===== config.mk =====
export PLATFORM = sky130hd
export DESIGN_NAME = lsq_dcache_port_flat
export DESIGN_NICKNAME = d
export VERILOG_FILES = /design/src/rtl/lsq_dcache_port_pkg.sv /design/src/rtl/lsq_dcache_port_if.sv /design/src/rtl/lsq_dcache_port_ticket_table.sv /design/src/rtl/lsq_dcache_port.sv /design/src/flat_wrapper.sv
export SDC_FILE = /design/constraint.sdc
export NUM_CORES = 1
export LEC_CHECK = 0
export CAP_MARGIN = 15
export CORE_AREA = 2 2 164 166
export DETAILED_ROUTE_END_ITERATION = 8
export DIE_AREA = 0 0 166 168
export DONT_BUFFER_PORTS = 1
export SYNTH_ARGS = -nofsm -noshare
export SYNTH_HDL_FRONTEND = slang
export SYNTH_HIERARCHICAL = 1
export SYNTH_SLANG_ARGS = --single-unit

===== constraint.sdc =====
create_clock -name clock -period 6.9 [get_ports clock]
set_clock_uncertainty 0.05 [all_clocks]
set_input_delay 1.725 -clock clock [delete_from_list [all_inputs] [get_ports clock]]
set_output_delay 1.725 -clock clock [all_outputs]
set_load 0.1 [all_outputs]

===== src/rtl/lsq_dcache_port_pkg.sv =====
// Shared bus command encodings, ticket geometry and the issue-register payload
// for the LSQ-to-dcache request port.
package lsq_dcache_port_pkg;

  localparam logic [1:0] BUS_NONE  = 2'd0;
  localparam logic [1:0] BUS_LOAD  = 2'd1;
  localparam logic [1:0] BUS_STORE = 2'd2;

  localparam int TICKET_W    = 4;
  localparam int NUM_TICKETS = 16;

  typedef logic [TICKET_W-1:0] ticket_t;

  typedef struct packed {
    logic [1:0]  cmd;
    logic [63:0] addr;
    logic [63:0] data;
  } bus_req_t;

endpackage


===== src/rtl/lsq_dcache_port_if.sv =====
// Bundle of LSQ handshake, dcache request/response and completion signals.
// The port itself is the master; the LSQ plus dcache environment is the slave.
interface lsq_dcache_port_if #(parameter int LQ_ID_BITS = 3);

  logic                                     req_valid;
  logic                                     req_ready;
  logic [1:0]                               req_cmd;
  logic [63:0]                              req_addr;
  logic [63:0]                              req_data;
  logic [LQ_ID_BITS-1:0]                    req_id;
  logic                                     flush;
  logic [1:0]                               proc2Dcache_command;
  logic [63:0]                              proc2Dcache_addr;
  logic [63:0]                              proc2Dcache_data;
  logic [lsq_dcache_port_pkg::TICKET_W-1:0] Dcache2proc_response;
  logic                                     Dcache2proc_valid;
  logic [lsq_dcache_port_pkg::TICKET_W-1:0] Dcache2proc_tag;
  logic [63:0]                              Dcache2proc_data;
  logic                                     ld_done_valid;
  logic [LQ_ID_BITS-1:0]                    ld_done_id;
  logic [63:0]                              ld_done_data;
  logic                                     st_done_valid;
  logic [LQ_ID_BITS-1:0]                    st_done_id;
  logic [3:0]                               outstanding;
  logic                                     err_dup_ticket;
  logic                                     err_orphan_fill;

  modport master (
    input  req_valid, req_cmd, req_addr, req_data, req_id, flush,
           Dcache2proc_response, Dcache2proc_valid, Dcache2proc_tag, Dcache2proc_data,
    output req_ready, proc2Dcache_command, proc2Dcache_addr, proc2Dcache_data,
           ld_done_valid, ld_done_id, ld_done_data, st_done_valid, st_done_id,
           outstanding, err_dup_ticket, err_orphan_fill
  );

  modport slave (
    output req_valid, req_cmd, req_addr, req_data, req_id, flush,
           Dcache2proc_response, Dcache2proc_valid, Dcache2proc_tag, Dcache2proc_data,
    input  req_ready, proc2Dcache_command, proc2Dcache_addr, proc2Dcache_data,
           ld_done_valid, ld_done_id, ld_done_data, st_done_valid, st_done_id,
           outstanding, err_dup_ticket, err_orphan_fill
  );

endinterface


===== src/rtl/lsq_dcache_port_ticket_table.sv =====
// Miss-ticket table: one {valid, squashed, id} entry per dcache ticket,
// with a same-cycle free-then-allocate ordering and a flush squash.
module dcache_ticket_table
  import lsq_dcache_port_pkg::*;
#(
  parameter int LQ_ID_BITS = 3
) (
  input  logic                   clock,
  input  logic                   reset,
  input  logic                   alloc_en,
  input  ticket_t                alloc_idx,
  input  logic [LQ_ID_BITS-1:0]  alloc_id,
  input  logic                   free_en,
  input  ticket_t                free_idx,
  input  logic                   squash_all,
  input  ticket_t                lookup_idx,
  output logic                   lookup_valid,
  output logic                   lookup_squashed,
  output logic [LQ_ID_BITS-1:0]  lookup_id,
  output logic [NUM_TICKETS-1:0] valid_vec
);

  logic [NUM_TICKETS-1:0] valid;
  logic [NUM_TICKETS-1:0] squashed;
  logic [LQ_ID_BITS-1:0]  ids [NUM_TICKETS];

  always_ff @(posedge clock) begin
    if (reset) begin
      valid    <= '0;
      squashed <= '0;
    end else begin
      for (int i = 0; i < NUM_TICKETS; i++) begin
        if (free_en && free_idx == ticket_t'(i)) begin
          valid[i]    <= 1'b0;
          squashed[i] <= 1'b0;
        end else if (squash_all && valid[i]) begin
          squashed[i] <= 1'b1;
        end
        // Allocation is applied last so it wins over a free of the same ticket.
        if (alloc_en && alloc_idx == ticket_t'(i)) begin
          valid[i]    <= 1'b1;
          squashed[i] <= 1'b0;
        end
      end
    end
  end

  always_ff @(posedge clock) begin
    if (alloc_en) ids[alloc_idx] <= alloc_id;
  end

  assign lookup_valid    = valid[lookup_idx];
  assign lookup_squashed = squashed[lookup_idx];
  assign lookup_id       = ids[lookup_idx];
  assign valid_vec       = valid;

endmodule


===== src/rtl/lsq_dcache_port.sv =====
// LSQ-side dcache initiator: single issue register, combinational response
// decode, miss-ticket tracking with flush squash, and sticky protocol errors.
module lsq_dcache_port
  import lsq_dcache_port_pkg::*;
#(
  parameter int LQ_ID_BITS      = 3,
  parameter int MAX_OUTSTANDING = 8
) (
  input logic               clock,
  input logic               reset,
  lsq_dcache_port_if.master bus
);

  localparam logic [3:0] MAX_CNT = 4'(MAX_OUTSTANDING);

  logic                  iss_vld_p0;
  bus_req_t              iss_req_p0;
  logic [LQ_ID_BITS-1:0] iss_id_p0;
  logic [3:0]            cnt;
  logic                  err_dup, err_orph;

  logic drive, is_load, hit_tag, resp_nz, hit, miss, st_done, complete;
  logic ready, fire, fill, fill_live, fill_deliver, orphan, dup;
  logic                   lk_valid, lk_sq;
  logic [LQ_ID_BITS-1:0]  lk_id;
  logic [NUM_TICKETS-1:0] valid_vec;
  ticket_t                resp_t, tag_t;

  function automatic logic [3:0] sat_count(input logic [3:0] cur, input logic inc,
                                           input logic dec);
    logic signed [5:0] nxt;
    nxt = $signed({2'b00, cur}) + $signed({5'd0, inc}) - $signed({5'd0, dec});
    if (nxt > 6'sd15)     nxt = 6'sd15;
    else if (nxt < 6'sd0) nxt = 6'sd0;
    return nxt[3:0];
  endfunction

  assign resp_t = bus.Dcache2proc_response;
  assign tag_t  = bus.Dcache2proc_tag;

  always_comb begin
    drive   = iss_vld_p0 && !reset;
    is_load = iss_req_p0.cmd == BUS_LOAD;
    hit_tag = bus.Dcache2proc_valid && tag_t == '0;
    resp_nz = resp_t != '0;
    // A flush squashes whatever is being driven, so nothing completes this cycle.
    hit      = drive && !bus.flush && is_load && hit_tag;
    miss     = drive && !bus.flush && is_load && !hit_tag && resp_nz;
    st_done  = drive && !bus.flush && !is_load && (resp_nz || hit_tag);
    complete = hit || miss || st_done;

    fill         = !reset && bus.Dcache2proc_valid && tag_t != '0;
    fill_live    = fill && lk_valid && cnt != 4'd0;
    fill_deliver = fill_live && !lk_sq && !bus.flush;
    orphan       = fill && !fill_live;
    dup          = miss && valid_vec[resp_t] && !(fill_live && tag_t == resp_t);

    ready = !iss_vld_p0 && !reset && !bus.flush &&
            (bus.req_cmd != BUS_LOAD || cnt < MAX_CNT);
    fire  = bus.req_valid && ready;
  end

  // Issue stage: request captured here and driven to the dcache next cycle.
  always_ff @(posedge clock) begin
    if (reset) begin
      iss_vld_p0 <= 1'b0;
      cnt        <= 4'd0;
      err_dup    <= 1'b0;
      err_orph   <= 1'b0;
    end else begin
      if (bus.flush || complete) iss_vld_p0 <= 1'b0;
      else if (fire)             iss_vld_p0 <= 1'b1;
      cnt <= sat_count(cnt, miss, fill_live);
      if (dup)    err_dup  <= 1'b1;
      if (orphan) err_orph <= 1'b1;
    end
  end

  always_ff @(posedge clock) begin
    if (fire) begin
      iss_req_p0 <= '{cmd: bus.req_cmd, addr: bus.req_addr, data: bus.req_data};
      iss_id_p0  <= bus.req_id;
    end
  end

  dcache_ticket_table #(.LQ_ID_BITS(LQ_ID_BITS)) u_table (
    .clock           (clock),
    .reset           (reset),
    .alloc_en        (miss),
    .alloc_idx       (resp_t),
    .alloc_id        (iss_id_p0),
    .free_en         (fill_live),
    .free_idx        (tag_t),
    .squash_all      (bus.flush && !reset),
    .lookup_idx      (tag_t),
    .lookup_valid    (lk_valid),
    .lookup_squashed (lk_sq),
    .lookup_id       (lk_id),
    .valid_vec       (valid_vec)
  );

  assign bus.req_ready           = ready;
  assign bus.proc2Dcache_command = drive ? iss_req_p0.cmd  : BUS_NONE;
  assign bus.proc2Dcache_addr    = drive ? iss_req_p0.addr : '0;
  assign bus.proc2Dcache_data    = drive ? iss_req_p0.data : '0;
  assign bus.ld_done_valid       = hit || fill_deliver;
  assign bus.ld_done_id          = hit ? iss_id_p0 : (fill_deliver ? lk_id : '0);
  assign bus.ld_done_data        = (hit || fill_deliver) ? bus.Dcache2proc_data : '0;
  assign bus.st_done_valid       = st_done;
  assign bus.st_done_id          = st_done ? iss_id_p0 : '0;
  assign bus.outstanding         = cnt;
  assign bus.err_dup_ticket      = err_dup;
  assign bus.err_orphan_fill     = err_orph;

endmodule

===== src/flat_wrapper.sv =====
// flat-port wrapper written by rule: the top's interface ports become plain ports
module lsq_dcache_port_flat import lsq_dcache_port_pkg::*;
#(
  parameter int LQ_ID_BITS      = 3,
  parameter int MAX_OUTSTANDING = 8
)
  (clock, reset, bus_req_valid, bus_req_cmd, bus_req_addr, bus_req_data, bus_req_id, bus_flush, bus_Dcache2proc_response, bus_Dcache2proc_valid, bus_Dcache2proc_tag, bus_Dcache2proc_data, bus_req_ready, bus_proc2Dcache_command, bus_proc2Dcache_addr, bus_proc2Dcache_data, bus_ld_done_valid, bus_ld_done_id, bus_ld_done_data, bus_st_done_valid, bus_st_done_id, bus_outstanding, bus_err_dup_ticket, bus_err_orphan_fill);
  lsq_dcache_port_if #(.LQ_ID_BITS(LQ_ID_BITS)) bus_i ();
  input logic clock;
  input logic reset;
  input wire logic [$bits(bus_i.req_valid)-1:0] bus_req_valid;
  input wire logic [$bits(bus_i.req_cmd)-1:0] bus_req_cmd;
  input wire logic [$bits(bus_i.req_addr)-1:0] bus_req_addr;
  input wire logic [$bits(bus_i.req_data)-1:0] bus_req_data;
  input wire logic [$bits(bus_i.req_id)-1:0] bus_req_id;
  input wire logic [$bits(bus_i.flush)-1:0] bus_flush;
  input wire logic [$bits(bus_i.Dcache2proc_response)-1:0] bus_Dcache2proc_response;
  input wire logic [$bits(bus_i.Dcache2proc_valid)-1:0] bus_Dcache2proc_valid;
  input wire logic [$bits(bus_i.Dcache2proc_tag)-1:0] bus_Dcache2proc_tag;
  input wire logic [$bits(bus_i.Dcache2proc_data)-1:0] bus_Dcache2proc_data;
  output wire logic [$bits(bus_i.req_ready)-1:0] bus_req_ready;
  output wire logic [$bits(bus_i.proc2Dcache_command)-1:0] bus_proc2Dcache_command;
  output wire logic [$bits(bus_i.proc2Dcache_addr)-1:0] bus_proc2Dcache_addr;
  output wire logic [$bits(bus_i.proc2Dcache_data)-1:0] bus_proc2Dcache_data;
  output wire logic [$bits(bus_i.ld_done_valid)-1:0] bus_ld_done_valid;
  output wire logic [$bits(bus_i.ld_done_id)-1:0] bus_ld_done_id;
  output wire logic [$bits(bus_i.ld_done_data)-1:0] bus_ld_done_data;
  output wire logic [$bits(bus_i.st_done_valid)-1:0] bus_st_done_valid;
  output wire logic [$bits(bus_i.st_done_id)-1:0] bus_st_done_id;
  output wire logic [$bits(bus_i.outstanding)-1:0] bus_outstanding;
  output wire logic [$bits(bus_i.err_dup_ticket)-1:0] bus_err_dup_ticket;
  output wire logic [$bits(bus_i.err_orphan_fill)-1:0] bus_err_orphan_fill;
  assign bus_i.req_valid = bus_req_valid;
  assign bus_i.req_cmd = bus_req_cmd;
  assign bus_i.req_addr = bus_req_addr;
  assign bus_i.req_data = bus_req_data;
  assign bus_i.req_id = bus_req_id;
  assign bus_i.flush = bus_flush;
  assign bus_i.Dcache2proc_response = bus_Dcache2proc_response;
  assign bus_i.Dcache2proc_valid = bus_Dcache2proc_valid;
  assign bus_i.Dcache2proc_tag = bus_Dcache2proc_tag;
  assign bus_i.Dcache2proc_data = bus_Dcache2proc_data;
  assign bus_req_ready = bus_i.req_ready;
  assign bus_proc2Dcache_command = bus_i.proc2Dcache_command;
  assign bus_proc2Dcache_addr = bus_i.proc2Dcache_addr;
  assign bus_proc2Dcache_data = bus_i.proc2Dcache_data;
  assign bus_ld_done_valid = bus_i.ld_done_valid;
  assign bus_ld_done_id = bus_i.ld_done_id;
  assign bus_ld_done_data = bus_i.ld_done_data;
  assign bus_st_done_valid = bus_i.st_done_valid;
  assign bus_st_done_id = bus_i.st_done_id;
  assign bus_outstanding = bus_i.outstanding;
  assign bus_err_dup_ticket = bus_i.err_dup_ticket;
  assign bus_err_orphan_fill = bus_i.err_orphan_fill;
  lsq_dcache_port #(.LQ_ID_BITS(LQ_ID_BITS), .MAX_OUTSTANDING(MAX_OUTSTANDING)) u_core (.clock(clock), .reset(reset), .bus(bus_i));
endmodule

==> results of run 1 <==
-- logic make-up after synthesis --
logic type,synth area share
and+or+nand+nor,0.2072
DFF,0.6434
AOI/OAI and AO/OA,0.04546
buffers and inverters,0.02914
muxes,0.05776
xor gates and xnor gates,0.007252
adders and majority gates,0.009842
-- power groups by stage --
stage / registers (uW) / logic [uW] / clock network [uW]
6_report: 1510 / 356 / 1230
5_1_grt: 1510 / 375 / 1320
4_1_cts: 1510 / 357 / 1270
3_5_place_dp: 1540 / 355 / 0
3_3_place_gp: 1540 / 354 / 0
2_1_floorplan: 1580 / 266 / 0
-- critical path, stage by stage --
cell and delay [ns]:
mux4_2 0.47, a22oi_1 0.24, nand3_1 0.11, inv_1 0.12
a2111oi_4 0.08, a21boi_4 0.32, buf_12 0.45, and2b_1 0.24
buf_4 0.22
-- area by class of cell --
type | count | area (um2) | area share
multi-input combinational | 426 | 3316 | 0.2937
antenna | 6 | 15.01 | 0.001330
sequential | 220 | 6216 | 0.5507
clock buffer | 33 | 698.2 | 0.06185
clock inverter | 6 | 60.06 | 0.005320
tap | 341 | 426.7 | 0.03780
inverter | 23 | 86.33 | 0.007648
timing repair buffer | 61 | 470.5 | 0.04168
-- placed cells by master (no fill, tap or decap), drive strengths merged, types with 4 or more instances in the layout --
cell / netlist / final
clkinv: 0 / 4
xor2: 5 / 5
a21oi: 38 / 38
diode: 0 / 6
o21ai: 17 / 17
nor2b: 72 / 72
mux4: 22 / 22
a22oi: 5 / 5
mux2i: 4 / 4
nor4: 20 / 20
nand2: 22 / 22
nand3: 15 / 15
edfxtp: 181 / 181
inv: 23 / 23
and2: 134 / 134
dfxtp: 39 / 39
ha: 6 / 6
clkbuf: 24 / 33
buf: 12 / 61
nor3b: 5 / 5
nor2: 27 / 27
-- per-stage QoR --
stage	instances	instance area (um2)	worst slack (ns)	utilization	hold WS (ns)
floorplan	705	9669	0.3293	-	0.4228
global placement	1071	10520	1.168	0.3991	0.4344
detailed placement	1071	10520	1.125	0.3991	0.4449
global route	1114	11280	1.028	0.4282	0.4711
CTS	1110	11270	1.118	0.4278	0.4522
finish	1116	11290	1.106	0.4284	0.4539
-- registers in the layout (all words and copies together), names as in the netlist --
name	count
u_core/bus.err_dup_ticket	1
u_core/bus.err_orphan_fill	1
u_core/bus.outstanding	4
u_core/iss_id_p0	3
u_core/iss_req_p0	130
u_core/iss_vld_p0	1
u_core/u_table/ids	48
u_core/u_table/squashed	16
u_core/u_table/valid_vec	16
-- metal layers --
layer | wire, um | GRT usage | share of wire | vias to the layer above
met5 | 0 | 0 | 0 | -
met4 | 306 | 0.04423 | 0.012 | 0
li1 | - | - | - | 2615
met2 | 13410 | 0.2977 | 0.52 | 229
met3 | 1894 | 0.04560 | 0.073 | 28
met1 | 10300 | 0.2227 | 0.40 | 2751
-- final timing paths --
check	from	endpoint	slack [ns]	depth (start not counted)
max	bus_Dcache2proc_tag[0]	bus_ld_done_data[3]	1.11	9
min	u_core/u_table/valid_vec[13]	u_core/u_table/valid_vec[13]	0.45	2
max reg2reg	u_core/bus.outstanding[2]	u_core/bus.outstanding[1]	3.02	11
min reg2reg	u_core/u_table/valid_vec[13]	u_core/u_table/valid_vec[13]	0.45	2
==> run_results.csv, run 1 <==
group,metric,value,unit
yosys,netlist_instances,705,
yosys,synth_ff_type,"edfxtp_1",
timing,drv_slew,0,
route,drt-vias-per-instance,5.039,
floorplanning,fp.coreArea,26350,um2
clock_network,clk_pin_slew,0.06,ns
timing,period_share,0.8398,
power_and_ir_drop,comb_power_share,0.115,
power_and_ir_drop,p_clk_frac,0.398,
status,outcome,"finished clean",
yosys,synth_warnings,6,
clock_network,cts_resized,0,
setup_path,crit_type,"input port to primary output",
clock_network,htreeDepth,1,
route,postRouteAntennaNets,0,
route,wire_per_inst,23.22,um
route,postRouteWirelength,25.92,mm
power_and_ir_drop,peakVddDrop,0.1929,mV
timing,tns,0,ns
grt,antenna_found_initial,6,
layout,area_growth,16.83,%
layout,fillCellCount,2422,
timing,setup_viol,0,
yosys,avgSynthCellArea,13.70,um2
clock_network,clk_latency,0.51,ns
route,num_vias,5623,
layout,layout.nets,974,
clock_network,cts_buffers,25,
timing,max_freq,172.6,MHz
placed_design,place_congestion,0.8734,
grt,grt_pass1_wl,37.07,mm
yosys,synth-edff-count,181,
power_and_ir_drop,switching_share,0.2555,
floorplanning,die_y,168,um
layout,drive_gt1_frac,0.2562,
yosys,ys_seq_area_frac,0.6434,
floorplanning,ioPinCount,419,
yosys,netlist-cell-type-count,48,
grt,grt.total_usage,0.1746,
setup_path,critPathMaxFanout,64,
power_and_ir_drop,p_switching,792.1,uW
floorplanning,die_w,166,um
power_and_ir_drop,pwr_density_cell,274.7,nW/um2
floorplanning,initial_core_util,0.3667,
setup_path,worstSetupStartpointType,"input port",
placed_design,port_buffers,0,
setup_path,cp.required,5.12,ns
yosys,syn-cell-area,9662,um2
floorplanning,rows,60,
grt,grt-ovfl-total,0,
placed_design,post-dp-hpwl,19.64,mm
clock_network,post_cts_buffers,0,
power_and_ir_drop,p_seq_frac,0.487,
clock_network,hold_buffers,0,
yosys,synth.top_cell.area_share,0.5625,
yosys,ys_top_cells_by_count,"edfxtp_1, and2_1, nor2b_1, dfxtp_1, a21oi_1",
worst_hold_path,hold_path_class,"flip-flop to flip-flop",
floorplanning,dieArea,27890,um2
route,drc,0,
clock_network,clock-root-buffer,"clkbuf_16",
timing,hold_viol_final,0,
yosys,synth_area_leaders,"edfxtp_1, and2_1, dfxtp_1",
clock_network,clock-sinks,220,
clock_network,ctsLongestPathBuffers,3,
yosys,yosys.area.top_type,"edfxtp_1",
timing,slew_headroom,0.2893,
timing,rsz0062_at_grt,"false",
grt,grt_max_degree,65,
setup_path,cp.arrival,4.02,ns
yosys,async_reset_ff_frac,0,
setup_path,end_kind,"primary output",
timing,tightest_slew,1.065,ns
yosys,syn_nets,922,
grt,grt_pass1_vias,5478,
timing,period_needed,5.794,ns
power_and_ir_drop,power,3101,uW
yosys,ys_ff_latch,220,
yosys,synth.most_common_cell,"edfxtp_1",
clock_network,cts_tree,"yes",
power_and_ir_drop,p_leak,0.004044,uW
route,firstDrtPassIters,4,
power_and_ir_drop,p_int,2309,uW
route,drtIter0Drc,494,
flow_run,cap_violations,0,
No activity file was read; power rests on OpenSTA's default activity.
==> run 2, diff against run 1 <==
clock period = 5.4 ns   (was 6.9 ns; I/O delays follow)
==> run 2 against run 1 <==
- wire length rose by 6.6%
- flip-flop and latch count stayed put
- hold slack improved by 0.014 ns
- critical path depth rose by 1
- largest power group unchanged
- sequential power rose by 26%
- critical path type unchanged
- cell count up 15%
- non-clock buffer count grew 156
- first-iteration DRC count increased by 22%
- worst setup slack worse by 0.55 ns
==> run_results.csv, run 2 (synthesized netlist as in run 1, its figures left out) <==
group,metric,value,unit
clock_network,ctsLongestPathBuffers,3,
timing,period_share,0.8979,
power_and_ir_drop,p_clk_frac,0.413,
grt,grt-ovfl-total,0,
power_and_ir_drop,p_switching,1051,uW
route,drc,0,
power_and_ir_drop,p_leak,0.004940,uW
layout,mostFrequentLayoutCells,"buf_4, edfxtp_1, and2_1",
flow_run,cap_violations,0,
status,outcome,"finished clean",
layout,fillCellCount,2347,
grt,grt.total_usage,0.1865,
layout,largest_reg_flops,130,
clock_network,clock-sinks,220,
layout,final_cell_area,12590,um2
setup_path,cp_common_cell,"buf_4",
floorplanning,dieArea,27890,um2
route,num_vias,6212,
clock_network,post_cts_buffers,0,
floorplanning,rows,60,
floorplanning,die_y,168,um
setup_path,worstSetupStartpointType,"input port",
clock_network,clock-root-buffer,"clkbuf_16",
worst_hold_path,hold_path_class,"flip-flop to flip-flop",
grt,grt_max_degree,95,
route,postRouteAntennaNets,0,
setup_path,critPathMaxFanout,26,
layout,layout.nets,1130,
floorplanning,ioPinCount,419,
timing,slew_headroom,0.3039,
route,wire_per_inst,21.61,um
power_and_ir_drop,p_int,3074,uW
grt,grt_pass1_vias,5915,
floorplanning,fp.coreArea,26350,um2
setup_path,crit_path_max_incr_delay,0.47,ns
layout,area_growth,30.33,%
route,drtIter0Drc,605,
floorplanning,die_w,166,um
timing,setup_viol,0,
timing,rsz0062_at_grt,"false",
power_and_ir_drop,comb_power_share,0.124,
timing,period_needed,4.849,ns
clock_network,cts_tree,"yes",
power_and_ir_drop,pwr_density_cell,327.6,nW/um2
route,postRouteWirelength,27.63,mm
layout,top_register,"u_core/iss_req_p0",
power_and_ir_drop,peakVddDrop,0.2347,mV
placed_design,place_congestion,0.9327,
setup_path,crit_slowest_cell,"mux4_2",
clock_network,hold_buffers,0,
grt,use_met1,0.2216,
grt,use_met2,0.3202,
timing,drv_slew,0,
layout,layout_commonest_cell,"buf_4",
route,firstDrtPassIters,5,
grt,grt_busiest_layer,"met2",
timing,tns,0,ns
placed_design,port_buffers,0,
power_and_ir_drop,switching_share,0.2547,
timing,hold_viol_final,0,
timing,tightest_slew,1.043,ns
clock_network,clk_pin_slew,0.06,ns
power_and_ir_drop,p_seq_frac,0.463,
clock_network,htreeDepth,1,
placed_design,placed_area,11740,um2
timing,max_freq,206.2,MHz
setup_path,cp.required,4.00,ns
setup_path,crit_chain,"mux4_2 -> a22oi_1 -> nand3_1 -> inv_1 -> a2111oi_4 -> a21boi_4 -> buf_12 -> buf_4 -> nor2b_2 -> buf_4",
clock_network,clk_latency,0.52,ns
route,drt-vias-per-instance,4.857,
layout,reg_top3,"u_core/iss_req_p0: 130 flops, u_core/u_table/ids: 48 flops",
setup_path,end_kind,"primary output",
grt,grt_pass1_wl,39.51,mm
layout,drive_gt1_frac,0.3854,
setup_path,cp.arrival,3.45,ns
clock_network,cts_resized,0,
power_and_ir_drop,power,4125,uW
grt,use_met3,0.06112,
grt,antenna_found_initial,8,
floorplanning,initial_core_util,0.3667,
clock_network,cts_buffers,25,
setup_path,crit_type,"input port to primary output",
placed_design,post-dp-hpwl,20.93,mm
run 2: cell types whose count changed in the layout (fill, tap and decap cells not counted), sizes merged:
| cell | previous run | this run |
|---|---|---|
| buf | 61 | 217 |
| bufinv | 1 | 3 |
| clkbuf | 33 | 31 |
| clkinv | 4 | 6 |
| diode | 6 | 9 |
| inv | 23 | 25 |
run 2: metrics by stage:
step	std cells	utilization	hold WS, ns	setup WS, ns
final	1279	0.4779	0.4680	0.5514
after detailed placement	1227	0.4456	0.4530	0.5416
after CTS	1270	0.4770	0.4617	0.5330
after global placement	1227	0.4456	0.4386	0.6046
after global routing	1278	0.4778	0.4791	0.4051
after floorplan	705	-	0.4228	-0.1859
run 2: routing by layer:
layer / vias up / part of all wire
met2: 255 / 0.52
met1: 2992 / 0.38
met5: - / 0
met4: 0 / 0.020
li1: 2933 / -
met3: 32 / 0.085
run 2: cell type report:
| class | instances | area [um2] | area share |
|---|---|---|---|
| flip-flops and latches | 220 | 6216 | 0.4936 |
| multi-input cells | 426 | 3308 | 0.2627 |
| repair buffers | 217 | 1704 | 0.1353 |
| clock buffers | 31 | 688.2 | 0.05465 |
| well taps | 341 | 426.7 | 0.03388 |
| clock inverters | 12 | 140.1 | 0.01113 |
| inverters | 23 | 86.33 | 0.006856 |
| diodes | 9 | 22.52 | 0.001789 |
run 2: worst max-delay path: cells and delay by family:
kind / cells / cell delay (ns)
buffers and inverters: 4 / 0.85
AOI/OAI and AO/OA: 3 / 0.60
muxes: 1 / 0.47
and+or+nand+nor: 2 / 0.16
run 2: path summary, 6_finish.rpt:
| path | slack [ns] | endpoint | cells after the start | startpoint |
|---|---|---|---|---|
| min reg2reg | 0.47 | u_core/u_table/squashed[13] | 2 | u_core/u_table/squashed[13] |
| min | 0.47 | u_core/u_table/squashed[13] | 2 | u_core/u_table/squashed[13] |
| max | 0.55 | bus_ld_done_data[5] | 10 | bus_Dcache2proc_tag[0] |
| max reg2reg | 1.97 | u_core/bus.outstanding[0] | 12 | u_core/bus.outstanding[3] |
run 2: power groups by stage:
stage / Sequential (uW) / Clock (uW) / Combinational (uW)
floorplan: 2020 / 0 / 341
global placement: 1940 / 0 / 508
detailed placement: 1940 / 0 / 510
CTS: 1910 / 1740 / 513
global route: 1910 / 1810 / 540
finish: 1910 / 1700 / 513
